--- config.mk ---
export PLATFORM = sky130hd
export DESIGN_NAME = pipeline_hazard_controller_flat
export DESIGN_NICKNAME = d
export VERILOG_FILES = /design/src/rtl/pipeline_pkg.sv /design/src/rtl/pipeline_hazard_controller_if.sv /design/src/rtl/forwarding_select.sv /design/src/rtl/pipeline_hazard_controller.sv /design/src/flat_wrapper.sv
export SDC_FILE = /design/constraint.sdc
export NUM_CORES = 1
export LEC_CHECK = 0
export ABC_AREA = 1
export CORE_ASPECT_RATIO = 0.5
export CORE_MARGIN = 2
export CORE_UTILIZATION = 50
export CTS_BUF_LIST = sky130_fd_sc_hd__clkbuf_4 sky130_fd_sc_hd__clkbuf_8
export CTS_CLUSTER_DIAMETER = 60
export CTS_CLUSTER_SIZE = 14
export DETAILED_ROUTE_END_ITERATION = 10
export PLACE_DENSITY_LB_ADDON = 0.12
export SYNTH_ARGS = -nofsm -noshare
export SYNTH_HDL_FRONTEND = slang
export SYNTH_HIERARCHICAL = 1
export SYNTH_SLANG_ARGS = --single-unit
--- constraint.sdc ---
create_clock -name clock -period 4.7 [get_ports clock]
set_input_delay 0.94 -clock clock [delete_from_list [all_inputs] [get_ports clock]]
set_output_delay 0.94 -clock clock [all_outputs]
set_load 0.02 [all_outputs]
--- src/rtl/pipeline_pkg.sv ---
// Shared types and constants for the 5-stage pipeline hazard controller.
// Provides the FSM state encoding, the ID-stage forward-select codes, the
// write-back descriptor of a downstream stage and a register-match helper.
package pipeline_pkg;

  localparam int unsigned REG_W = 5;
  localparam int unsigned FWD_W = 2;

  typedef enum logic [1:0] {
    ST_FLUSH    = 2'd0,
    ST_RUN      = 2'd1,
    ST_MEM_WAIT = 2'd2
  } state_e;

  localparam logic [FWD_W-1:0] FWD_RF       = 2'd0;
  localparam logic [FWD_W-1:0] FWD_EXE      = 2'd1;
  localparam logic [FWD_W-1:0] FWD_MEM_ALU  = 2'd2;
  localparam logic [FWD_W-1:0] FWD_MEM_LOAD = 2'd3;

  localparam logic [REG_W-1:0] REG_ZERO = 5'd0;

  // Write-back view of a downstream stage (EX or MEM).
  typedef struct packed {
    logic             wreg;
    logic             m2reg;
    logic [REG_W-1:0] dest;
  } stage_wb_t;

  // True when the stage will write a non-zero register equal to src.
  function automatic logic reg_hit(input logic [REG_W-1:0] src, input stage_wb_t stg);
    return stg.wreg && (stg.dest != REG_ZERO) && (stg.dest == src);
  endfunction

endpackage

--- src/rtl/pipeline_hazard_controller_if.sv ---
// Signal bundle between the pipeline datapath and the hazard controller.
// master: datapath side (drives stage info, receives controls).
// slave : controller side (receives stage info, drives controls, status).
interface pipeline_hazard_controller_if #(
  parameter int unsigned CNT_W = 16
);
  import pipeline_pkg::*;

  logic [REG_W-1:0] id_rs;
  logic [REG_W-1:0] id_rt;
  logic             id_uses_rs;
  logic             id_uses_rt;
  logic             ewreg;
  logic             em2reg;
  logic [REG_W-1:0] edestReg;
  logic             mwreg;
  logic             mm2reg;
  logic [REG_W-1:0] mdestReg;
  logic             branch_taken;
  logic             mem_access;
  logic             dmem_ready;

  logic             pc_en;
  logic             ifid_en;
  logic             ifid_flush;
  logic             idex_bubble;
  logic             exmem_en;
  logic             memwb_bubble;
  logic [FWD_W-1:0] fwda;
  logic [FWD_W-1:0] fwdb;
  logic             mem_error;
  logic [CNT_W-1:0] stall_cycles;

  modport master (
    output id_rs, id_rt, id_uses_rs, id_uses_rt, ewreg, em2reg, edestReg,
           mwreg, mm2reg, mdestReg, branch_taken, mem_access, dmem_ready,
    input  pc_en, ifid_en, ifid_flush, idex_bubble, exmem_en, memwb_bubble,
           fwda, fwdb, mem_error, stall_cycles
  );

  modport slave (
    input  id_rs, id_rt, id_uses_rs, id_uses_rt, ewreg, em2reg, edestReg,
           mwreg, mm2reg, mdestReg, branch_taken, mem_access, dmem_ready,
    output pc_en, ifid_en, ifid_flush, idex_bubble, exmem_en, memwb_bubble,
           fwda, fwdb, mem_error, stall_cycles
  );

endinterface

--- src/rtl/forwarding_select.sv ---
// Combinational ID-operand source select for one source register.
// Ports: src_i (register number), ex_i / mem_i (stage write-back info),
//        fwd_c_o (0 regfile, 1 EX ALU, 2 MEM ALU, 3 MEM load data).
module forwarding_select
  import pipeline_pkg::*;
(
  input  logic [REG_W-1:0] src_i,
  input  stage_wb_t        ex_i,
  input  stage_wb_t        mem_i,
  output logic [FWD_W-1:0] fwd_c_o
);

  // Nearest stage wins; an EX load match blocks MEM forwarding and is
  // resolved by the load-use stall instead.
  always_comb begin
    fwd_c_o = FWD_RF;
    if (reg_hit(src_i, ex_i)) begin
      if (!ex_i.m2reg) fwd_c_o = FWD_EXE;
    end else if (reg_hit(src_i, mem_i)) begin
      fwd_c_o = mem_i.m2reg ? FWD_MEM_LOAD : FWD_MEM_ALU;
    end
  end

endmodule

--- src/rtl/pipeline_hazard_controller.sv ---
// Central sequencing block of the 5-stage MIPS pipeline: post-reset flush,
// load-use and data-memory stalls, branch flush, ID forwarding selects,
// sticky memory-timeout error and a saturating stall-cycle counter.
// Ports: clock, reset (async, active-high), hz (slave side of the bundle).
module pipeline_hazard_controller
  import pipeline_pkg::*;
#(
  parameter int unsigned FLUSH_CYCLES = 4,
  parameter int unsigned MEM_TIMEOUT  = 16,
  parameter int unsigned CNT_W        = 16
) (
  input logic                            clock,
  input logic                            reset,
  pipeline_hazard_controller_if.slave    hz
);

  localparam int unsigned FCNT_W = (FLUSH_CYCLES > 1) ? $clog2(FLUSH_CYCLES) : 1;
  localparam int unsigned WCNT_W = $clog2(MEM_TIMEOUT + 1);
  localparam logic [FCNT_W-1:0] FLUSH_LAST = FCNT_W'(FLUSH_CYCLES - 1);
  localparam logic [WCNT_W-1:0] WAIT_LIMIT = WCNT_W'(MEM_TIMEOUT);
  localparam logic [CNT_W-1:0]  CNT_MAX    = {CNT_W{1'b1}};

  state_e            state_q, state_d;
  logic [FCNT_W-1:0] flush_cnt_q, flush_cnt_d;
  logic [WCNT_W-1:0] wait_cnt_q, wait_cnt_d;
  logic              mem_error_q, mem_error_d;
  logic [CNT_W-1:0]  stall_q, stall_d;

  stage_wb_t         ex_stg, mem_stg;
  logic [FWD_W-1:0]  fwda_c, fwdb_c, fwda_sel_c, fwdb_sel_c;
  logic              loaduse_c, timeout_c, memstall_c;
  logic              pc_en_c, ifid_en_c, ifid_flush_c, idex_bubble_c;
  logic              exmem_en_c, memwb_bubble_c;

  assign ex_stg  = '{wreg: hz.ewreg, m2reg: hz.em2reg, dest: hz.edestReg};
  assign mem_stg = '{wreg: hz.mwreg, m2reg: hz.mm2reg, dest: hz.mdestReg};

  forwarding_select u_fwd_rs (.src_i(hz.id_rs), .ex_i(ex_stg), .mem_i(mem_stg), .fwd_c_o(fwda_sel_c));
  forwarding_select u_fwd_rt (.src_i(hz.id_rt), .ex_i(ex_stg), .mem_i(mem_stg), .fwd_c_o(fwdb_sel_c));

  // Load in EX feeding an operand the ID instruction actually reads.
  assign loaduse_c = ex_stg.m2reg &&
                     ((hz.id_uses_rs && reg_hit(hz.id_rs, ex_stg)) ||
                      (hz.id_uses_rt && reg_hit(hz.id_rt, ex_stg)));

  // Next-state and pipeline controls; defaults are the bubble-filled pipe.
  always_comb begin
    state_d        = state_q;
    flush_cnt_d    = flush_cnt_q;
    wait_cnt_d     = wait_cnt_q;
    mem_error_d    = mem_error_q;
    stall_d        = stall_q;
    timeout_c      = 1'b0;
    memstall_c     = 1'b0;
    pc_en_c        = 1'b0;
    ifid_en_c      = 1'b0;
    ifid_flush_c   = 1'b1;
    idex_bubble_c  = 1'b1;
    exmem_en_c     = 1'b1;
    memwb_bubble_c = 1'b1;
    fwda_c         = FWD_RF;
    fwdb_c         = FWD_RF;

    case (state_q)
      ST_FLUSH: begin
        if (flush_cnt_q == FLUSH_LAST) begin
          state_d     = ST_RUN;
          flush_cnt_d = '0;
        end else begin
          flush_cnt_d = flush_cnt_q + FCNT_W'(1);
        end
      end
      default: begin
        timeout_c  = (state_q == ST_MEM_WAIT) && (wait_cnt_q == WAIT_LIMIT);
        memstall_c = hz.mem_access && !hz.dmem_ready && !timeout_c;
        fwda_c     = fwda_sel_c;
        fwdb_c     = fwdb_sel_c;

        if (memstall_c) begin
          // Whole upstream frozen; MEM/WB receives a bubble.
          ifid_flush_c   = 1'b0;
          idex_bubble_c  = 1'b0;
          exmem_en_c     = 1'b0;
        end else if (loaduse_c) begin
          // Hold PC and IF/ID, inject a bubble into EX; branch deferred.
          ifid_flush_c   = 1'b0;
          memwb_bubble_c = 1'b0;
        end else begin
          pc_en_c        = 1'b1;
          ifid_en_c      = 1'b1;
          ifid_flush_c   = hz.branch_taken;
          idex_bubble_c  = 1'b0;
          memwb_bubble_c = 1'b0;
        end

        if (timeout_c) mem_error_d = 1'b1;

        if (memstall_c) begin
          state_d    = ST_MEM_WAIT;
          wait_cnt_d = wait_cnt_q + WCNT_W'(1);
        end else begin
          state_d    = ST_RUN;
          wait_cnt_d = '0;
        end

        if (!pc_en_c && (stall_q != CNT_MAX)) stall_d = stall_q + CNT_W'(1);
      end
    endcase
  end

  // State and status registers.
  always_ff @(posedge clock or posedge reset) begin
    if (reset) begin
      state_q     <= ST_FLUSH;
      flush_cnt_q <= '0;
      wait_cnt_q  <= '0;
      mem_error_q <= 1'b0;
      stall_q     <= '0;
    end else begin
      state_q     <= state_d;
      flush_cnt_q <= flush_cnt_d;
      wait_cnt_q  <= wait_cnt_d;
      mem_error_q <= mem_error_d;
      stall_q     <= stall_d;
    end
  end

  assign hz.pc_en        = pc_en_c;
  assign hz.ifid_en      = ifid_en_c;
  assign hz.ifid_flush   = ifid_flush_c;
  assign hz.idex_bubble  = idex_bubble_c;
  assign hz.exmem_en     = exmem_en_c;
  assign hz.memwb_bubble = memwb_bubble_c;
  assign hz.fwda         = fwda_c;
  assign hz.fwdb         = fwdb_c;
  assign hz.mem_error    = mem_error_q;
  assign hz.stall_cycles = stall_q;

endmodule

--- src/flat_wrapper.sv ---
// flat-port wrapper written by rule: the top's interface ports become plain ports
module pipeline_hazard_controller_flat import pipeline_pkg::*;
#(
  parameter int unsigned FLUSH_CYCLES = 4,
  parameter int unsigned MEM_TIMEOUT  = 16,
  parameter int unsigned CNT_W        = 16
)
  (clock, reset, hz_id_rs, hz_id_rt, hz_id_uses_rs, hz_id_uses_rt, hz_ewreg, hz_em2reg, hz_edestReg, hz_mwreg, hz_mm2reg, hz_mdestReg, hz_branch_taken, hz_mem_access, hz_dmem_ready, hz_pc_en, hz_ifid_en, hz_ifid_flush, hz_idex_bubble, hz_exmem_en, hz_memwb_bubble, hz_fwda, hz_fwdb, hz_mem_error, hz_stall_cycles);
  pipeline_hazard_controller_if #(.CNT_W(CNT_W)) hz_i ();
  input logic clock;
  input logic reset;
  input wire logic [$bits(hz_i.id_rs)-1:0] hz_id_rs;
  input wire logic [$bits(hz_i.id_rt)-1:0] hz_id_rt;
  input wire logic [$bits(hz_i.id_uses_rs)-1:0] hz_id_uses_rs;
  input wire logic [$bits(hz_i.id_uses_rt)-1:0] hz_id_uses_rt;
  input wire logic [$bits(hz_i.ewreg)-1:0] hz_ewreg;
  input wire logic [$bits(hz_i.em2reg)-1:0] hz_em2reg;
  input wire logic [$bits(hz_i.edestReg)-1:0] hz_edestReg;
  input wire logic [$bits(hz_i.mwreg)-1:0] hz_mwreg;
  input wire logic [$bits(hz_i.mm2reg)-1:0] hz_mm2reg;
  input wire logic [$bits(hz_i.mdestReg)-1:0] hz_mdestReg;
  input wire logic [$bits(hz_i.branch_taken)-1:0] hz_branch_taken;
  input wire logic [$bits(hz_i.mem_access)-1:0] hz_mem_access;
  input wire logic [$bits(hz_i.dmem_ready)-1:0] hz_dmem_ready;
  output wire logic [$bits(hz_i.pc_en)-1:0] hz_pc_en;
  output wire logic [$bits(hz_i.ifid_en)-1:0] hz_ifid_en;
  output wire logic [$bits(hz_i.ifid_flush)-1:0] hz_ifid_flush;
  output wire logic [$bits(hz_i.idex_bubble)-1:0] hz_idex_bubble;
  output wire logic [$bits(hz_i.exmem_en)-1:0] hz_exmem_en;
  output wire logic [$bits(hz_i.memwb_bubble)-1:0] hz_memwb_bubble;
  output wire logic [$bits(hz_i.fwda)-1:0] hz_fwda;
  output wire logic [$bits(hz_i.fwdb)-1:0] hz_fwdb;
  output wire logic [$bits(hz_i.mem_error)-1:0] hz_mem_error;
  output wire logic [$bits(hz_i.stall_cycles)-1:0] hz_stall_cycles;
  assign hz_i.id_rs = hz_id_rs;
  assign hz_i.id_rt = hz_id_rt;
  assign hz_i.id_uses_rs = hz_id_uses_rs;
  assign hz_i.id_uses_rt = hz_id_uses_rt;
  assign hz_i.ewreg = hz_ewreg;
  assign hz_i.em2reg = hz_em2reg;
  assign hz_i.edestReg = hz_edestReg;
  assign hz_i.mwreg = hz_mwreg;
  assign hz_i.mm2reg = hz_mm2reg;
  assign hz_i.mdestReg = hz_mdestReg;
  assign hz_i.branch_taken = hz_branch_taken;
  assign hz_i.mem_access = hz_mem_access;
  assign hz_i.dmem_ready = hz_dmem_ready;
  assign hz_pc_en = hz_i.pc_en;
  assign hz_ifid_en = hz_i.ifid_en;
  assign hz_ifid_flush = hz_i.ifid_flush;
  assign hz_idex_bubble = hz_i.idex_bubble;
  assign hz_exmem_en = hz_i.exmem_en;
  assign hz_memwb_bubble = hz_i.memwb_bubble;
  assign hz_fwda = hz_i.fwda;
  assign hz_fwdb = hz_i.fwdb;
  assign hz_mem_error = hz_i.mem_error;
  assign hz_stall_cycles = hz_i.stall_cycles;
  pipeline_hazard_controller #(.FLUSH_CYCLES(FLUSH_CYCLES), .MEM_TIMEOUT(MEM_TIMEOUT), .CNT_W(CNT_W)) u_core (.clock(clock), .reset(reset), .hz(hz_i));
endmodule
==> qor.txt <==
status: finished clean
gr usage total: 0.236
Main synth FF type: dfrtp_1
setup violators final: 0
worst hold path cell count: 2
most frequent cell after synthesis: nand2_1
vias in the first global route: 2295
hold buffers post-CTS: 0
PD cells: 283 nW/um2
Post-DP HPWL: 4570 um
GRT met1 Usage: 0.288
TritonCTS buffer count: 3
P_leak: 1.58 nW
worst reg2reg path depth: 9
final worst slack: 651 ps
sequential-to-total area share from yosys stat: 0.280
Commonest cells post-synth: nand2_1, inv_1, nor2_1
setup TNS: 0 ps
Syn Area/Cell: 6.14 um2
Max-slew headroom: 0.345
clock sinks: 26
Area Growth Syn to Fin: 27.8%
Final GP Congestion: 0.899
fin nets: 471
Reg power frac: 0.362
Synthesized Nets: 414
Synth cell types: 26
worst slew pin tran: 982 ps
post-synth top area share: 0.280
vias: 2463
minimum clock period: 4050 ps
starting density of the core: 0.523
dpl ws: 660 ps
final wirelength: 5860 um
Tcrit/Tclk final: 0.861
switching power: 348 uW
number of placement rows: 17
deepest clock path buffer count: 2
CP max FO: 18
met3 GRT Util: 0.0453
antenna violations before repair: 0
die height: 52.2 um
combinational fraction of design power: 0.467
Resized Gates After CTS: 0
H-Tree Depth: 1
YS warnings: 6
met2 GRT Util: 0.444
share of cells above drive strength 1: 0.0851
Top-Level Pins: 58
Async S/R FF share, synth: 1.00
Syn Inst Count: 379
Fmax achieved: 0.247 GHz
Antenna Cells: 0
pin count of the biggest net entering global routing: 27
antenna viol nets, final: 0
startpoint types: primary input
core area: 4450 um2
first-pass GRT wire length: 9870 um
crit path kind: in2out
RSZ-0062 raised after global routing: false
clock skew: 9.07 ps
via density per instance: 5.01
power share of the clock group: 0.171
Power Total: 842 uW
TritonRoute pass-1 iters: 4
crit end category: primary output
number of synthesized register bits: 26
initial DRC count: 108
Final Hold Fails: 0
cell taking the most area after synthesis: dfrtp_1
Post-CTS Setup Inserts: 0
Max VDD drop: 245 uV
drt drc: 0
Root Buffer: clkbuf_8
Slew Viols, Final: 0
Post-Syn Area: 2330 um2
I/O Buffers: 57
total gr overflow: 0
Worst EP arrival: 3110 ps
top area cells in the synthesized netlist: dfrtp_1, nand2_1, inv_1
number of enable flip-flop cells after synthesis: 0
TritonCTS clock tree: done
Required @ worst endpoint: 3760 ps
Clk Latency, worst-skew pair: 270 ps
Int Power: 495 uW
GR peak layer: met2
die area: 5250 um2
hold crit path type: reg2reg
Sw Share: 0.413
Die W: 100 um
clock slew at reported path FFs: 90 ps
Max-cap violations: 0
DR WL/cell: 11.9 um
## worst max-delay path, stage by stage
cell             delay [ps]
clkdlybuf4s50_1         710
nand2_1                 100
nand2_1                  70
nor2_1                   40
nand3_1                  80
nand2_1                  50
nand2_1                 150
nand2_4                 180
nor2_1                  160
clkdlybuf4s50_1         620
## sequential cells by signal (all words and copies together) (netlist names)
register and flops:
u_core/flush_cnt_q 2, u_core/hz.stall_cycles 16, u_core/state_q 2, u_core/hz.mem_error 1, u_core/wait_cnt_q 5
## placed cells by master (no fill, tap or decap), types with 9 or more instances in the layout
cell,instances
clkdlybuf4s50_1,57
dfrtp_1,26
inv_1,56
inv_2,11
nand2_1,134
nand3_1,35
nor2_1,47
o21ai_0,9
xor2_1,10
## routing by layer
| metal | routed length (um) | vias up | share of wire |
|---|---|---|---|
| li1 | - | 1261 | - |
| met1 | 2650 | 1113 | 0.45 |
| met2 | 2790 | 80 | 0.48 |
| met3 | 356 | 9 | 0.061 |
| met4 | 61 | 0 | 0.010 |
| met5 | 0 | - | 0 |
## layout make-up
class,count,area [um2]
clock buffer,4,55.1
fill,412,1470
inverter,67,251
multi-input combinational,281,1370
sequential,26,651
tap,57,71.3
timing repair buffer,57,571
## worst paths after layout
| path | slack (ps) | to | from |
|---|---|---|---|
| hold reg to reg | 470 | u_core/hz.mem_error$_DFFE_PP0P_ | u_core/hz.mem_error$_DFFE_PP0P_ |
| hold / removal | 470 | u_core/hz.mem_error$_DFFE_PP0P_ | u_core/hz.mem_error$_DFFE_PP0P_ |
| setup / recovery | 650 | hz_pc_en | hz_edestReg[0] |
| setup reg to reg | 2790 | u_core/hz.stall_cycles[8]$_DFFE_PP0P_ | u_core/hz.stall_cycles[0]$_DFFE_PP0P_ |
| max in group asynchronous | 2910 | u_core/hz.stall_cycles[10]$_DFFE_PP0P_ | reset |
| min in group asynchronous | 1190 | u_core/flush_cnt_q[0]$_DFFE_PP0P_ | reset |
## cells by family after synthesis
logic type / Yosys count / share of synthesized area
adder cells (fa/ha/maj): 4 / 0.0215
XOR/XNOR: 16 / 0.0602
AO/OA/AOI/OAI: 14 / 0.0350
buffers and inverters: 72 / 0.130
AND/OR/NAND/NOR: 247 / 0.473
flip-flops: 26 / 0.280
## stage by stage
step	util	hold slack, ps	cell area (um2)	instances
global route	0.668	523	2970	492
detailed placement	0.656	465	2920	488
global placement	0.656	450	2920	488
floorplan	-	446	2330	379
finish	0.668	475	2970	492
CTS	0.668	482	2970	492
## power by group through the flow
stage	combinational [mW]	sequential [mW]	clock [mW]
floorplan	0.241	0.322	0
global placement	0.382	0.307	0
detailed placement	0.392	0.309	0
CTS	0.394	0.305	0.147
global route	0.439	0.312	0.157
finish	0.393	0.305	0.144
Power figures use the tool's default switching activity.
